===== src/rtl/systolic_drain.sv =====
// Bottom-edge result collector: per-column FIFOs drained as one column-major valid/ready stream.
// Define SYSTOLIC_DRAIN_ERR_EN to build the sticky overflow flag on err; otherwise err is tied low.
module systolic_drain #(
  parameter int D_W_ACC    = 64,
  parameter int N          = 4,
  parameter int M          = 4,
  parameter int FIFO_DEPTH = 16
) (
  input  logic                  clk,
  input  logic                  rst_n,
  input  logic                  flush,
  input  logic [N*D_W_ACC-1:0]  col_data,
  input  logic [N-1:0]          col_valid,
  output logic [D_W_ACC-1:0]    m_data,
  output logic                  m_valid,
  input  logic                  m_ready,
  output logic [$clog2(N)-1:0]  m_col,
  output logic [$clog2(M)-1:0]  m_row,
  output logic                  m_last,
  output logic                  err
);

  localparam int CC_W  = $clog2(N);
  localparam int RC_W  = $clog2(M);
  localparam int PTR_W = $clog2(FIFO_DEPTH);
  localparam int CNT_W = PTR_W + 1;

  typedef enum logic [0:0] {IDLE, DRAIN} state_e;

  state_e            state_q;
  logic [CC_W-1:0]   cc_q, cc_d;
  logic [RC_W-1:0]   rc_q, rc_d;

  logic [D_W_ACC-1:0] head [N];
  logic [N-1:0]       empty;
  logic [N-1:0]       full;
  logic [N-1:0]       push;
  logic [N-1:0]       pop_col;
  logic               beat_vld;
  logic               pop;

  assign beat_vld = (state_q == DRAIN) && !empty[cc_q];
  assign pop      = beat_vld && m_ready;

  // A full FIFO still accepts a push when the same cycle pops it.
  assign push = col_valid & ~{N{flush}} & (~full | pop_col);

  for (genvar c = 0; c < N; c++) begin : g_col
    logic [D_W_ACC-1:0] mem_q [FIFO_DEPTH];
    logic [PTR_W-1:0]   wr_q;
    logic [PTR_W-1:0]   rd_q;
    logic [CNT_W-1:0]   cnt_q;

    assign pop_col[c] = pop && (cc_q == CC_W'(c));
    assign empty[c]   = (cnt_q == '0);
    assign full[c]    = (cnt_q == CNT_W'(FIFO_DEPTH));
    assign head[c]    = mem_q[rd_q];

    always_ff @(posedge clk) begin
      if (push[c]) begin
        mem_q[wr_q] <= col_data[c*D_W_ACC +: D_W_ACC];
      end
    end

    always_ff @(posedge clk or negedge rst_n) begin
      if (!rst_n) begin
        wr_q  <= '0;
        rd_q  <= '0;
        cnt_q <= '0;
      end else if (flush) begin
        wr_q  <= '0;
        rd_q  <= '0;
        cnt_q <= '0;
      end else begin
        if (push[c]) begin
          wr_q <= wr_q + PTR_W'(1);
        end
        if (pop_col[c]) begin
          rd_q <= rd_q + PTR_W'(1);
        end
        case ({push[c], pop_col[c]})
          2'b10:   cnt_q <= cnt_q + CNT_W'(1);
          2'b01:   cnt_q <= cnt_q - CNT_W'(1);
          default: cnt_q <= cnt_q;
        endcase
      end
    end
  end

  always_comb begin
    cc_d = cc_q;
    rc_d = rc_q;
    if (pop) begin
      if (rc_q == RC_W'(M - 1)) begin
        rc_d = '0;
        cc_d = (cc_q == CC_W'(N - 1)) ? '0 : cc_q + CC_W'(1);
      end else begin
        rc_d = rc_q + RC_W'(1);
      end
    end
  end

  // IDLE lasts exactly one cycle after reset or flush.
  always_ff @(posedge clk or negedge rst_n) begin
    if (!rst_n) begin
      state_q <= IDLE;
      cc_q    <= '0;
      rc_q    <= '0;
    end else if (flush) begin
      state_q <= IDLE;
      cc_q    <= '0;
      rc_q    <= '0;
    end else begin
      case (state_q)
        IDLE: begin
          state_q <= DRAIN;
        end
        DRAIN: begin
          cc_q <= cc_d;
          rc_q <= rc_d;
        end
        default: state_q <= IDLE;
      endcase
    end
  end

  // Data is gated so the bus reads zero whenever no beat is offered.
  assign m_valid = beat_vld;
  assign m_data  = beat_vld ? head[cc_q] : '0;
  assign m_col   = cc_q;
  assign m_row   = rc_q;
  assign m_last  = beat_vld && (cc_q == CC_W'(N - 1)) && (rc_q == RC_W'(M - 1));

`ifdef SYSTOLIC_DRAIN_ERR_EN
  logic [N-1:0] ovf;
  logic         err_q;

  assign ovf = col_valid & full & ~pop_col & ~{N{flush}};

  always_ff @(posedge clk or negedge rst_n) begin
    if (!rst_n) begin
      err_q <= 1'b0;
    end else if (flush) begin
      err_q <= 1'b0;
    end else if (|ovf) begin
      err_q <= 1'b1;
    end
  end

  assign err = err_q;
`else
  assign err = 1'b0;
`endif

endmodule

===== config.mk =====
export PLATFORM = sky130hd
export DESIGN_NAME = systolic_drain
export DESIGN_NICKNAME = d
export VERILOG_FILES = /design/src/rtl/systolic_drain.sv
export SDC_FILE = /design/constraint.sdc
export NUM_CORES = 2
export LEC_CHECK = 0
export ABC_AREA = 1
export CAP_MARGIN = 30
export CORE_MARGIN = 2
export CORE_UTILIZATION = 45
export CTS_CLUSTER_DIAMETER = 200
export DETAILED_ROUTE_END_ITERATION = 16
export GPL_TIMING_DRIVEN = 0
export HOLD_SLACK_MARGIN = 0.03
export MAX_ROUTING_LAYER = met4
export PLACE_DENSITY_LB_ADDON = 0.1
export SKIP_LAST_GASP = 1
export SLEW_MARGIN = 20
export SYNTH_ARGS = -nofsm -noshare
export SYNTH_HDL_FRONTEND = slang
export SYNTH_SLANG_ARGS = --single-unit

===== constraint.sdc =====
create_clock -name clk -period 14.75 [get_ports clk]
set_input_delay 2.95 -clock clk [delete_from_list [all_inputs] [get_ports clk]]
set_output_delay 2.95 -clock clk [all_outputs]
set_load 0.005 [all_outputs]

==> results.txt <==
status -> finished, final reports clean
drt first pass iters -> 6
syn_area_per_cell -> 12.6 µm²
Worst Setup Start Kind -> flop
layout cells sized above 1 -> 11.4%
most frequent cells in the layout -> 4096 x edfxtp_1, 2758 x nand2_1, 1383 x nor2_1, 1321 x o21ai_0, 731 x a21oi_1
final worst path period need -> 8.71 ns
mux contribution to synthesized area -> 0.0424%
Die Footprint -> 372000 µm²
PnR Total Power -> 26.2 mW
Pwr Density -> 135 nW/µm²
Synth top area share -> 74.4%
Syn Nets -> 13.5k
core area -> 366000 µm²
final estimated routing congestion in global placement -> 0.957
part of the Yosys area used for sequential elements -> 75.2%
CTS max path bufs -> 4
mapped cell area -> 165000 µm²
Util after Layout -> 53.2%
Post-synth ARST share -> 1.37%
maximum clock frequency -> 0.115 GHz
Max IR drop VDD -> 0.113 mV
largest family of logic cells by synthesized area -> simple AND/OR/NAND/NOR gates
Critical Path AT -> 5.76 ns
initial core utilization -> 45.2%
Row Count -> 222
Most used DFF post-synth -> edfxtp_1
post-route antenna net violation count -> 0
worst skew pair latency -> 1.02 ns
clk slew on worst S/H paths -> 0.06 ns
Synth cell types -> 38
area leader, netlist -> edfxtp_1
Logic pwr share -> 9.0%
CTS root buffer -> clkbuf_16
CP Capture Type -> output port
sw frac -> 25.0%
Simple-Gate Fraction of Synth Area -> 12.7%
clk sinks -> 4153
drt drc -> 0
nets -> 14.8k
crit-path max FO -> 10
worst endpoint required time -> 11.80 ns
area grow syn2layout -> 17.6%
die width -> 610 µm
internal power -> 19.6 mW
synthesis warning total -> 0
1st-iter DRT viols -> 16.9k
final number of hold-violating endpoints -> 0
largest net degree at the start of global routing -> 34
Vias -> 117k
number of global-route vias before repair -> 110k
gr usage total -> 33.2%
Fillers -> 30.8k
Non-Filler Instances -> 19.8k
initial antenna violation count -> 117
post-synthesis xor/xnor area fraction -> 0.101%
Top Ports -> 335
final WL -> 612 mm
Post-CTS Setup Inserts -> 0
most common cell after layout, fill and taps aside -> edfxtp_1
Post-synth EDFFs -> 4096
WHS -> 0.581 ns
Seq cells post-synth -> 4153
fin. max-slew vios -> 0
setup violators final -> 0
first-pass GRT wire length -> 843 mm
die height -> 610 µm
wire length per cell -> 30.9 µm
port bufs -> 333
worst rel slew slack -> 25.7%
adder-cell area share of the yosys netlist -> 0.328%
Lkg Pwr -> 67.7 nW
DPL Wire Length -> 452 mm
Final period util -> 59.1%
Synth Instances -> 13.1k
Reg power frac -> 50.3%
MaxCap Viol Count -> 0
Max H-tree Level -> 5
path category of the worst min-delay check -> reg2reg
DR vias/cell -> 5.92
clk_skew -> 0.0558 ns
CTS tree -> done
largest cells by area after synthesis -> edfxtp_1 74%, nand2_1 6.3%, o21ai_0 4.0%
Compound-Gate Fraction of Synth Area -> 8.80%
RSZ-0062 raised after global routing -> no
Switch Pwr -> 6.54 mW
CTS Buf Count -> 435
Clk pwr share -> 40.7%
post_cts resized -> 0
placed cells -> 18.9k
GRT Residual Overflow -> 0
cts hold-fix bufs -> 0
worst setup path category -> reg2out
worst-margin pin slew -> 1.11 ns
==> critical path, stage by stage (launching register included) <==
cell and delay [ns]:
dfrtp_1 0.60, inv_2 0.30, buf_2 0.47, clkbuf_1 0.73
nand2_1 0.10, a21oi_1 0.17, nor3_1 0.06, nand2_1 0.16
nand3_1 0.37, nand3_1 0.22, nand2_1 0.06, nor2_1 0.81
clkdlybuf4s50_1 0.67
==> flip-flops by register name, indices dropped and copies added (netlist names) <==
| name | cells |
|---|---|
| g_col.cnt_q | 20 |
| g_col.mem_q | 4096 |
| g_col.rd_q | 16 |
| g_col.wr_q | 16 |
| m_col | 2 |
| m_row | 2 |
| state_q | 1 |
==> path summary, 6_finish.rpt <==
path                                  startpoint                     to  slack [ns]  cells after the start
worst max register to register          m_col[0]  g_col[2].mem_q[5][22]        9.19                     14
worst min register to register  g_col[2].wr_q[0]       g_col[2].wr_q[0]        0.58                      1
min in group asynchronous                  rst_n       g_col[2].rd_q[1]        1.86                      1
worst max-delay path            g_col[0].rd_q[0]             m_data[11]        6.04                     12
worst min-delay path            g_col[2].wr_q[0]       g_col[2].wr_q[0]        0.58                      1
max in group asynchronous                  rst_n       g_col[3].rd_q[2]       12.28                      2
==> routing by layer <==
metal	global-route usage, %	up-vias	part of all wire (%)
li1	-	50500	-
met1	43.6	58600	39
met2	49.4	6816	45
met3	5.22	1272	9.6
met4	18.6	0	6.4
met5	-	-	0
==> through the flow <==
stage	worst slack [ns]	setup TNS, ns	cell area (µm²)
3_5_place_dp	7.26	0	181000
5_1_grt	6.13	0	194000
2_1_floorplan	6.15	0	165000
6_report	6.04	0	195000
4_1_cts	6.15	0	194000
3_3_place_gp	-1.71	-943.82	175000
==> cell usage after synthesis (101+ instances only) <==
library cell and number:
nand3_1 662, edfxtp_1 4096, buf_2 295, nand2_1 2758
clkbuf_1 419, nor2_1 1387, inv_1 177, nor3_1 228
o22ai_1 293, o211ai_1 144, nand4_1 101, a21oi_1 731
o21ai_0 1321
==> power by group through the flow <==
stage               Sequential (mW)  Combinational (mW)  Clock [mW]
floorplan                      13.4               0.894           0
global placement               13.4                2.21           0
detailed placement             13.4                2.30           0
CTS                            13.2                2.30        10.7
global route                   13.2                2.43        11.2
finish                         13.2                2.36        10.7
==> area by class of cell <==
type	instances	area [µm²]	share of cell area, %
Antenna cell	83	208	0.107
Tap cell	4816	6030	3.10
Timing Repair Buffer	949	8970	4.61
Multi-Input combinational cell	7946	36600	18.8
Buffer	851	3910	2.01
Clock buffer	554	11400	5.87
Sequential cell	4153	124000	64.0
Inverter	197	741	0.381
Clock inverter	244	2190	1.13
==> logic make-up (layout without fill, tap and decap cells) <==
group / Yosys count / count (layout)
simple gates: 5169 / 5169
mux: 7 / 7
flops: 4153 / 4153
compound gates: 2709 / 2709
buf+inv: 1048 / 2795
fa+ha+maj: 41 / 41
xor+xnor: 19 / 19
other cells: 1 / 84
No activity file was read; power rests on OpenSTA's default activity.
